## config.mk

```make
export PLATFORM = sky130hd
export DESIGN_NAME = timer_dev
export DESIGN_NICKNAME = d
export VERILOG_FILES = /design/src/rtl/timer_dev.sv
export SDC_FILE = /design/constraint.sdc
export NUM_CORES = 1
export LEC_CHECK = 0
export ABC_AREA = 1
export CAP_MARGIN = 20
export CORE_MARGIN = 1
export CORE_UTILIZATION = 40
export CTS_BUF_LIST = sky130_fd_sc_hd__clkbuf_4
export DETAILED_ROUTE_END_ITERATION = 16
export PLACE_DENSITY = 0.62
export SLEW_MARGIN = 20
export SYNTH_ARGS = -nofsm -noshare
export SYNTH_HDL_FRONTEND = slang
export SYNTH_SLANG_ARGS = --single-unit
```

## constraint.sdc

```tcl
create_clock -name clk -period 1.7 [get_ports clk]
set_input_delay 0.51 -clock clk [delete_from_list [all_inputs] [get_ports clk]]
set_output_delay 0.51 -clock clk [all_outputs]
set_load 0.01 [all_outputs]
```

## src/rtl/timer_dev.sv

```systemverilog
// Programmable 32-bit down-counting timer with one-shot / auto-reload modes.
// Software sees CTRL, PRESET and COUNT registers; IRQ is the masked expiry flag.
module timer_dev (
  input  logic        clk,
  input  logic        reset,
  input  logic [1:0]  Addr,
  input  logic        WE,
  input  logic [31:0] Din,
  output logic [31:0] Dout,
  output logic        IRQ
);

  typedef enum logic [1:0] {
    S_IDLE,
    S_LOAD,
    S_CNT,
    S_INT
  } state_t;

  state_t      state_q, state_d;
  logic [3:0]  ctrl_q, ctrl_d;
  logic [31:0] preset_q, preset_d;
  logic [31:0] count_q, count_d;
  logic        irq_flag_q, irq_flag_d;

  logic        enable;
  logic [1:0]  mode;

  assign enable = ctrl_q[0];
  assign mode   = ctrl_q[2:1];

  always_ff @(posedge clk) begin
    if (reset) begin
      state_q    <= S_IDLE;
      ctrl_q     <= 4'b0;
      preset_q   <= 32'b0;
      count_q    <= 32'b0;
      irq_flag_q <= 1'b0;
    end else begin
      state_q    <= state_d;
      ctrl_q     <= ctrl_d;
      preset_q   <= preset_d;
      count_q    <= count_d;
      irq_flag_q <= irq_flag_d;
    end
  end

  always_comb begin
    state_d    = state_q;
    ctrl_d     = ctrl_q;
    preset_d   = preset_q;
    count_d    = count_q;
    irq_flag_d = irq_flag_q;

    case (state_q)
      S_IDLE: begin
        if (enable) begin
          state_d = S_LOAD;
          if (mode == 2'd1) irq_flag_d = 1'b0;
        end
      end
      S_LOAD: begin
        if (!enable) begin
          state_d = S_IDLE;
        end else begin
          count_d = preset_q;
          state_d = S_CNT;
        end
      end
      S_CNT: begin
        if (!enable) begin
          state_d = S_IDLE;
        end else if (count_q > 32'd1) begin
          count_d = count_q - 32'd1;
        end else begin
          // Reaching 1 or starting from a zero preset both expire here.
          count_d = 32'b0;
          state_d = S_INT;
        end
      end
      S_INT: begin
        irq_flag_d = 1'b1;
        if (mode != 2'd1) ctrl_d[0] = 1'b0;
        state_d = S_IDLE;
      end
      default: state_d = S_IDLE;
    endcase

    // Software writes are applied last so they win over same-edge FSM updates.
    if (WE) begin
      case (Addr)
        2'd0: begin
          ctrl_d     = Din[3:0];
          irq_flag_d = 1'b0;
        end
        2'd1: begin
          preset_d   = Din;
          irq_flag_d = 1'b0;
        end
        default: ;
      endcase
    end
  end

  always_comb begin
    case (Addr)
      2'd0:    Dout = {28'b0, ctrl_q};
      2'd1:    Dout = preset_q;
      2'd2:    Dout = count_q;
      default: Dout = 32'b0;
    endcase
  end

  assign IRQ = ctrl_q[3] & irq_flag_q;

endmodule

```

Yosys cells after proc, flatten, opt, wreduce, memory -nomap -nowiden
Index checks and enable logic that the tools add are counted.
{ "totals": {"reg_bits": 71, "out_inout_bits": 33} }
{ "op_classes": {"n_lt_le_gt_ge": 1, "muxes": 19, "n_addsub": 1, "eq_ne": 11, "bitwise_logic": 1, "reduce_logical": 8} }
{ "ops": {"columns": ["cell", "count"], "rows": [
  ["two-way mux 32 bit", 3],
  ["one-hot mux 32 bit (3 select lines)", 1],
  ["one-hot mux 32 bit (2 select lines)", 1],
  ["greater-than comparator 32 x 1 -> 1 bit (second input constant)", 1],
  ["subtractor 32 x 1 -> 32 bit (second input constant)", 1],
  ["two-way mux 1 bit", 8],
  ["two-way mux 2 bit", 4],
  ["one-hot mux 2 bit (4 select lines)", 1],
  ["equality test 2 x 1 -> 1 bit (second input constant)", 3],
  ["equality test 2 bit (second input constant)", 3],
  ["!= test 2 bit (second input constant)", 3],
  ["AND reduction 2 bit", 3],
  ["zero test 2 bit", 2],
  ["!= test 3 bit (second input constant)", 1],
  ["AND reduction 3 bit", 1],
  ["!= test 2 x 1 -> 1 bit (second input constant)", 1],
  ["one-hot mux 1 bit (2 select lines)", 1],
  ["nonzero test 2 bit", 1],
  ["OR reduction 2 bit", 1],
  ["bitwise AND 1 bit", 1]
]} }

Depth between registers and ports, before layout
Gate-level depths: netlist of run 1.
{ "logic_depth": {"ltp_word": 6, "depth_mapped": 11, "depth_no_buf": 11} }

Worst setup path before layout of run 1
No wires, ideal clock.
{ "synth_path": {"path_type": "input-to-output", "from": "in Addr[0]", "to": "out Dout[12]", "required_time_ps": 1190, "path_slack_ps": -173, "cell_stages": 5, "arrival_ps": 1363, "path_cell_list": "inv_1 nor2_1 inv_1 clkbuf_1 o21ai_0"} }
{ "synth_via": {"elab_chain_cells": 2} }
{ "synth_lines": {"columns": ["item", "line_no", "text"], "rows": [
  ["start, declared", "6", "input logic [1:0] Addr,"],
  ["equality test 2 bit, or another cell as far along", "106", "case (Addr)"],
  ["one-hot mux 32 bit (3 select lines) *", "106", null],
  ["end, declared", "9", "output logic [31:0] Dout,"]
]} }
Mark *: on every way between the ends. The rest lies on a longest branch, timed or not.

Worst setup path in the final report of run 1
{ "layout_path": {"from": "in Addr[1]", "to": "out Dout[16]"} }
The elaborated chain is that of the path after synthesis.

==> impl_metrics.yaml, run 1 <==
logic_synthesis:
  synth_nets: 678
  synth.area.top_cells: "dfxtp_1 (33%), o21ai_0 (13%), inv_1 (8.3%), nand2_1 (7.5%), a21oi_1 (6.0%)"
  syn_area_sq_um: 4270
  yosysTopAreaCellShare_pct: 33.3
  synth-async-reset-ratio_pct: 0
  yosysUniqueCellTypes: 27
  ys_warn_count: 0
  synth_cells: 635
  ys_seq_area_share_pct: 33.3
  ys.flop_type: "dfxtp_1"
  synth_edf_count: 0
  avgSynthCellArea_sq_um: 6.72
  synth-seq-cells: 71
  synth.largest_area_cell: "dfxtp_1"
worst_setup_path:
  crit_start: "Addr[1]"
  cp_max_fo: 5
  cp-start-kind: "input pin"
  critPathArrivalTime_ns: 1.35
  max_stage_delay_ns: 0.15
  critical_path_class: "in -> out"
  rrSetupSlack_ns: 0.05
  required_ns: 1.19
  rr_startpoint: "count_q[4]$_SDFFE_PP0P_"
  cp_slowest_cell: "buf_2"
  reg2reg_depth: 8
  r2r-end: "count_q[31]$_SDFFE_PP0P_"
  path_cells: "buf_6 > nor2_4 > inv_6 > buf_12 > buf_16 > o22ai_2 > buf_2"
  endpoint_kind: "primary output"
floorplanning:
  ios: 70
  design.core.area_sq_um: 10300
  start_util_pct: 41.4
  fp.dieW_microns: 105
  fp.dieH_microns: 105
  row_count: 37
  die_area_sq_um: 11100
job:
  cap_violations: 0
finish:
  stdcell_area_sq_um: 6250
  multiInputGateArea_sq_um: 2650
  final_common_cell: "o21ai_0"
  fillers: 931
  synthToLayoutAreaGrowth_pct: 46.3
  layout_common_cells: "o21ai_0 (103), inv_1 (88), nand2_1 (78), buf_4 (74), dfxtp_1 (62)"
  final-seq-area_sq_um: 1440
  fin_nets: 820
  drive_gt1_share_pct: 34.1
  antenna_cells: 0
min_path:
  min_delay_worst_endpoint: "preset_q[2]$_SDFFE_PP0P_"
  worstHoldPathType: "reg -> reg"
  hold_depth: 2
  min-delay-start: "preset_q[2]$_SDFFE_PP0P_"
route:
  viasPerCell: 5.22
  vias: 4792
  remaining_drc_errors: 0
  first_pass_iters: 6
  wire_per_inst_microns: 15.4
  routed_wl_microns: 14100
  drtIter0Drc: 277
  final_antenna_net_count: 0
place:
  place.gp.congestion: 0.904
  numPortBuffers: 69
  dpl_cell_area_sq_um: 5680
  post-dp-hpwl_microns: 9860
  post-place-ws_ns: -0.947
sta:
  rsz0062_at_grt: "yes"
  setup_viol: 32
  final-max-slew-violation-count: 0
  worst_pin_slew_ns: 0.325
  fin_crit_ns: 1.86
  clock_skew_ns: 0.0165
  whs_ns: 0.482
  fin_crit_sh_pct: 109
  finalHoldViolCount: 0
  setup_slack_ns: -0.156
  tns_ns: -2.43
  fmax_mhz: 539
  relSlewSlack_pct: 78.1
power:
  vdd_drop_max_mv: 0.415
  power_density_nw_per_um2: 708
  finalPower_mw: 4.42
  leakage_nw: 2.71
clocking:
  insertion_delay_ns: 0.46
  cts.clk_slew.worst_paths_ns: 0.11
  cts_buffers: 9
  clock_sinks: 71
  cts_root_buf: "clkbuf_4"
  clockBufferDepth: 2
  ctsHoldBuffers: 0
  cts_tree: "built"
  cts_max_level: 3
global_route:
  grt_pass1_vias: 4522
  antenna_found_initial: 0
  grt_max_degree: 31
  grt_pass1_wl_microns: 22100
  grt-ovfl-total: 0
  grt.total_usage_pct: 25.3
status:
  violations: "negative setup slack"
  status: "finished, violations left"
==> worst max-delay path: cells and delay by family <==
kind	cells	cell delay (ns)
AO/OA/AOI/OAI	1	0.08
buffers and inverters	5	0.60
AND/OR/NAND/NOR	1	0.14
==> routing by layer <==
metal	GRT usage [%]	routed length, microns	up-vias
li1	-	-	2385
met1	33.2	6460	2228
met2	41.6	6490	153
met3	3.59	877	26
met4	10.2	271	0
met5	0	0	-
==> sequential cells by signal, indices dropped and copies added, names as in the netlist <==
register / cells
count_q: 32
preset_q: 32
state_q: 2
irq_flag_q: 1
ctrl_q: 4
==> repair_timing <==
| item | in CTS | in global routing |
|---|---|---|
| cloned | 3 | 3 |
| gates resized for setup | 187 | 48 |
| pin swaps | 2 | 13 |
| endpoints found under the setup margin | 49 | 64 |
| buffers inserted | 3 | 9 |
==> synthesized netlist by cell type (all sizes together), types with 2 or more instances <==
cell type    n
o221ai       4
dfxtp       71
o21ai      116
clkbuf      27
nand3       28
inv         97
nand4        5
ha           6
nor2        76
buf          4
nor3         2
a21oi       70
xor2         8
o22ai       27
nand2       92
==> report_power, final <==
part / internal, mW / total (mW) / switching, mW
registers: 1.73 / 1.77 / 0.0355
clock network: 0.583 / 1.24 / 0.659
logic: 0.597 / 1.41 / 0.813
total: 2.91 / 4.42 / 1.51
==> worst max-delay path by stage <==
stage | cells past startpoint | slack [ns] | to
floorplan | 5 | -0.01 | Dout[10]
global placement | 7 | -0.92 | Dout[1]
detailed placement | 7 | -0.95 | Dout[29]
CTS | 8 | -0.16 | Dout[16]
global route | 7 | -0.20 | Dout[16]
finish | 7 | -0.16 | Dout[16]
==> cell families after synthesis <==
kind of cell	count (synthesis)	share of synthesized area (%)
flops	71	33.3
buf+inv	128	11.8
simple gates	204	22.6
xor+xnor	8	1.64
fa+ha+maj	6	1.76
compound gates	218	29.0
==> through the flow <==
stage | utilization, % | std cells
2_1_floorplan | - | 635
3_3_place_gp | 55.0 | 885
3_5_place_dp | 55.0 | 885
4_1_cts | 57.8 | 906
5_1_grt | 60.5 | 918
6_report | 60.5 | 918
==> area by class of cell <==
| class | count | share of cell area (%) |
|---|---|---|
| Multi-Input combinational cell | 436 | 42.4 |
| Timing Repair Buffer | 162 | 23.3 |
| Sequential cell | 71 | 23.0 |
| Inverter | 97 | 6.09 |
| Tap cell | 136 | 2.72 |
| Clock inverter | 7 | 1.40 |
| Clock buffer | 9 | 1.08 |
No activity file was read; power rests on OpenSTA's default activity.
==> run 2, diff against run 1 <==
--- a/config.mk
+++ b/config.mk
@@ -7,7 +7,7 @@
 export LEC_CHECK = 0
 export ABC_AREA = 1
 export CAP_MARGIN = 20
-export CORE_MARGIN = 1
+export CORE_MARGIN = 8
 export CORE_UTILIZATION = 40
 export CTS_BUF_LIST = sky130_fd_sc_hd__clkbuf_4
 export DETAILED_ROUTE_END_ITERATION = 16
@@ -16,3 +16,4 @@
 export SYNTH_ARGS = -nofsm -noshare
 export SYNTH_HDL_FRONTEND = slang
 export SYNTH_SLANG_ARGS = --single-unit
+export TNS_END_PERCENT = 10
==> run 2 against run 1 <==
  * The run still ends with negative setup slack left
  * Wire length is 3.7% higher
  * Final cell count decreased by 1.1%
  * Critical endpoint is now Dout[29]
  * Non-clock buffer count shrank 10
  * Clock power about the same
  * Hold slack better by 0.0038 ns
  * Highest routed layer unchanged
  * Largest cell class unchanged
==> impl_metrics.yaml, run 2 (synthesis gave the netlist of run 1 again) <==
status:
  status: "finished, violations left"
  violations: "negative setup slack"
route:
  viasPerCell: 5.10
  remaining_drc_errors: 0
  wire_per_inst_microns: 16.1
  drtIter0Drc: 251
  final_antenna_net_count: 0
  first_pass_iters: 5
  routed_wl_microns: 14600
  vias: 4627
clocking:
  cts_max_level: 3
  clock_sinks: 71
  clockBufferDepth: 2
  cts_tree: "built"
  cts_buffers: 9
  cts_root_buf: "clkbuf_4"
  insertion_delay_ns: 0.43
  cts.clk_slew.worst_paths_ns: 0.10
global_route:
  grt_max_degree: 46
  grt_pass1_vias: 4765
  antenna_found_initial: 0
  grt_pass1_wl_microns: 23700
  grt-ovfl-total: 0
  grt.total_usage_pct: 20.6
worst_setup_path:
  path_cells: "buf_8 > inv_8 > buf_6 > nand2_8 > buf_8 > o22ai_2 > buf_2"
  cp_slowest_cell: "buf_8"
  endpoint_kind: "primary output"
  required_ns: 1.19
  critical_path_class: "in -> out"
  path_common_cell: "buf_8"
  cp_max_fo: 15
  reg2reg_depth: 8
  max_stage_delay_ns: 0.16
  r2r-end: "count_q[27]$_SDFFE_PP0P_"
  cp-start-kind: "input pin"
  crit_start: "Addr[0]"
  critPathArrivalTime_ns: 1.32
  rr_startpoint: "count_q[3]$_SDFFE_PP0P_"
  rrSetupSlack_ns: 0.09
sta:
  setup_viol: 32
  tns_ns: -3.41
  rsz0062_at_grt: "yes"
  final-max-slew-violation-count: 0
  fin_crit_sh_pct: 108
  relSlewSlack_pct: 71.3
  finalHoldViolCount: 0
  worst_pin_slew_ns: 0.426
  fin_crit_ns: 1.83
  clock_skew_ns: 0.0127
  fmax_mhz: 546
  whs_ns: 0.486
  setup_slack_ns: -0.132
finish:
  synthToLayoutAreaGrowth_pct: 41.4
  final_common_cell: "o21ai_0"
  fin_nets: 810
  drive_gt1_share_pct: 30.2
  fillers: 974
  antenna_cells: 0
  layout_common_cells: "o21ai_0 (107), inv_1 (90), nand2_1 (83), buf_4 (68), dfxtp_1 (66)"
  reg_top3: "count_q: 32 flops, preset_q: 32 flops, ctrl_q: 4 flops"
  fin_cells: 908
power:
  vdd_drop_max_mv: 0.451
  power_density_nw_per_um2: 715
  finalPower_mw: 4.31
  leakage_nw: 2.65
floorplanning:
  die_area_sq_um: 14200
  fp.dieH_microns: 119
  ios: 70
  design.core.area_sq_um: 10300
  fp.dieW_microns: 119
  start_util_pct: 41.4
  row_count: 37
place:
  dp_cells: 887
  numPortBuffers: 69
  place.gp.congestion: 0.847
  post-dp-hpwl_microns: 10700
min_path:
  min_delay_worst_endpoint: "preset_q[7]$_SDFFE_PP0P_"
  min-delay-start: "preset_q[7]$_SDFFE_PP0P_"
  worstHoldPathType: "reg -> reg"
  hold_depth: 2
job:
  cap_violations: 0
[run 2: critical path: cells and delay by family]
family | cells | cell delay, ns
buf+inv | 5 | 0.57
simple gates | 1 | 0.07
compound gates | 1 | 0.15
[run 2: how the worst max path moves through the flow]
| stage | to | depth (start not counted) |
|---|---|---|
| 2_1_floorplan | Dout[10] | 5 |
| 3_3_place_gp | Dout[1] | 7 |
| 3_5_place_dp | Dout[29] | 7 |
| 4_1_cts | Dout[1] | 7 |
| 5_1_grt | Dout[22] | 7 |
| 6_report | Dout[29] | 7 |
[run 2: power by group]
group,leakage [nW],internal [mW],switching (mW)
registers,0.580,1.73,0.0357
clock network,0.0859,0.619,0.607
logic,1.98,0.545,0.775
[run 2: final cells by class]
type	instances	area [sq um]	area share (%)
inverters	97	377	6.24
clock buffers	11	82.6	1.37
multi-input cells	436	2560	42.4
repair buffers	152	1350	22.3
flip-flops and latches	71	1430	23.6
well taps	136	170	2.82
clock inverters	5	72.6	1.20
[run 2: per-stage QoR]
stage	util (%)	instance area (sq um)	setup slack, ns
floorplan	-	4340	-0.0121
global placement	55.7	5750	-0.938
detailed placement	55.7	5750	-0.978
CTS	58.0	5990	-0.148
global route	58.5	6040	-0.166
finish	58.5	6040	-0.132
[run 2: timing repair]
| action | 4_1_cts | 5_1_grt |
|---|---|---|
| hold buffers | 0 | 0 |
| setup endpoints to repair | 50 | 65 |
| cloned | 3 | 0 |
| endpoints found under the hold margin | 0 | 0 |
| buffers inserted | 3 | 0 |
| pin swaps | 2 | 2 |
| resized for setup | 177 | 21 |
[run 2: metal layers]
metal	vias to the layer above	GRT usage, %	wire length (microns)
met5	-	0	0
met3	18	4.11	657
li1	2358	-	-
met1	2138	25.9	6890
met2	113	34.5	6840
met4	0	6.56	240
==> run 3, diff against run 2 <==
--- a/config.mk
+++ b/config.mk
@@ -11,8 +11,9 @@
 export CORE_UTILIZATION = 40
 export CTS_BUF_LIST = sky130_fd_sc_hd__clkbuf_4
 export DETAILED_ROUTE_END_ITERATION = 16
-export PLACE_DENSITY = 0.62
-export SLEW_MARGIN = 20
+export HOLD_SLACK_MARGIN = 0.06
+export PLACE_DENSITY = 0.6
+export SLEW_MARGIN = 25
 export SYNTH_ARGS = -nofsm -noshare
 export SYNTH_HDL_FRONTEND = slang
 export SYNTH_SLANG_ARGS = --single-unit
==> constraint.sdc (replaced) <==
create_clock -name clk -period 1.8 [get_ports clk]
set_input_delay 0.54 -clock clk [delete_from_list [all_inputs] [get_ports clk]]
set_output_delay 0.54 -clock clk [all_outputs]
set_load 0.01 [all_outputs]
==> run 3 against run 2 <==
  * The flow still finishes with violations (negative setup slack)
  * Core utilization decreased by 0.91 points
  * Critical path type unchanged
  * Non-clock buffer count decreased by 11
  * Cell area decreased by 1.6%
  * Sequential share of layout area increased by 0.27 points
  * Critical endpoint is now Dout[16]
  * Hold slack got worse by 0.0067 ns
==> impl_metrics.yaml, run 3 (synthesis gave the netlist of run 1 again) <==
status:
  status: "finished, violations left"
  violations: "negative setup slack"
worst_setup_path:
  path_cells: "buf_8 > inv_6 > buf_6 > nor2_4 > clkinv_4 > buf_12 > o22ai_2 > buf_2"
  cp_slowest_cell: "buf_12"
  reg2reg_depth: 10
  max_stage_delay_ns: 0.18
  endpoint_kind: "primary output"
  required_ns: 1.26
  critical_path_class: "in -> out"
  cp-start-kind: "input pin"
  critPathArrivalTime_ns: 1.45
  cp_max_fo: 15
finish:
  fin_cells: 897
  layout_common_cells: "o21ai_0 (109), inv_1 (89), nand2_1 (80), dfxtp_1 (71), buf_4 (60)"
  reg_top3: "count_q: 32 flops, preset_q: 32 flops, ctrl_q: 4 flops"
  drive_gt1_share_pct: 28.9
  final_common_cell: "o21ai_0"
  fin_nets: 799
  synthToLayoutAreaGrowth_pct: 39.2
  antenna_cells: 0
route:
  final_antenna_net_count: 0
  wire_per_inst_microns: 15.6
  drtIter0Drc: 313
  vias: 4627
  first_pass_iters: 4
  routed_wl_microns: 13900
  remaining_drc_errors: 0
  viasPerCell: 5.16
place:
  post-place-ws_ns: -0.958
  post-dp-hpwl_microns: 10200
  numPortBuffers: 69
  dp_cells: 875
  place.gp.congestion: 0.855
sta:
  clock_skew_ns: 0.00966
  relSlewSlack_pct: 76.0
  finalHoldViolCount: 0
  rsz0062_at_grt: "yes"
  fin_crit_ns: 1.99
  worst_pin_slew_ns: 0.357
  final-max-slew-violation-count: 0
  setup_slack_ns: -0.189
  fin_crit_sh_pct: 111
  tns_ns: -4.79
  setup_viol: 32
  whs_ns: 0.479
  fmax_mhz: 503
power:
  vdd_drop_max_mv: 0.336
  finalPower_mw: 4.02
  power_density_nw_per_um2: 677
  leakage_nw: 2.58
global_route:
  antenna_found_initial: 0
  grt_max_degree: 56
  grt-ovfl-total: 0
  grt_pass1_wl_microns: 23000
  grt_pass1_vias: 4701
  busiest_layer: "met2"
  met1_usage_pct: 24.4
  grtUsageMet3_pct: 4.77
  grt.total_usage_pct: 19.7
  grt_util_met2_pct: 32.9
floorplanning:
  fp.dieW_microns: 119
  ios: 70
  start_util_pct: 41.4
  design.core.area_sq_um: 10300
  fp.dieH_microns: 119
  die_area_sq_um: 14200
  row_count: 37
clocking:
  insertion_delay_ns: 0.41
  cts_tree: "built"
  cts.clk_slew.worst_paths_ns: 0.11
  cts_root_buf: "clkbuf_4"
  ctsHoldBuffers: 0
  cts_buffers: 9
  cts_max_level: 3
  clock_sinks: 71
  clockBufferDepth: 2
min_path:
  hold_depth: 2
  worstHoldPathType: "reg -> reg"
job:
  cap_violations: 0
## run 3: changes by cell type in the layout (fill, tap and decap cells not counted), moves of 5 or more
cell     before  now
dfxtp_1      66   71
buf_4        68   60
dfxtp_2       5    0
o22ai_1       9    4
o22ai_2      18   23
## run 3: final cells by class
cell class,instances,area [sq um]
multi-input cells,436,2570
well taps,136,170
clock inverters,7,87.6
flip-flops and latches,71,1420
fillers,999,4380
repair buffers,141,1250
clock buffers,9,67.6
inverters,97,374
## run 3: per-layer routing
layer  part of all wire, %  wire length [microns]
met1                    45                   6350
met4                   1.4                    197
met3                   6.0                    837
met5                     0                      0
met2                    47                   6570
## run 3: worst paths after layout
kind	start	end	slack, ns
min reg2reg	preset_q[14]$_SDFFE_PP0P_	preset_q[14]$_SDFFE_PP0P_	0.48
max reg2reg	count_q[1]$_SDFFE_PP0P_	count_q[2]$_SDFFE_PP0P_	0.13
min	preset_q[14]$_SDFFE_PP0P_	preset_q[14]$_SDFFE_PP0P_	0.48
max	Addr[0]	Dout[16]	-0.19
## run 3: through the flow
stage,cell area [sq um],util [%]
floorplan,4330,-
global placement,5630,54.5
detailed placement,5630,54.5
CTS,5820,56.3
global route,5940,57.6
finish,5940,57.6
## run 3: critical path, delay by kind of cell
kind,cells,cell delay (ns)
buffers and inverters,6,0.67
and+or+nand+nor,1,0.11
AOI/OAI and AO/OA,1,0.12
## run 3: timing repair
action / CTS / global route
gates cloned: 3 / 0
buffers inserted: 2 / 1
gates resized for setup: 162 / 28
pin swaps: 3 / 2
endpoints found under the setup margin: 33 / 47
## run 3: power by group
group          internal (mW)  switching (mW)
Clock                  0.551           0.589
Combinational          0.491           0.722
Sequential              1.64          0.0329
Total                   2.68            1.34
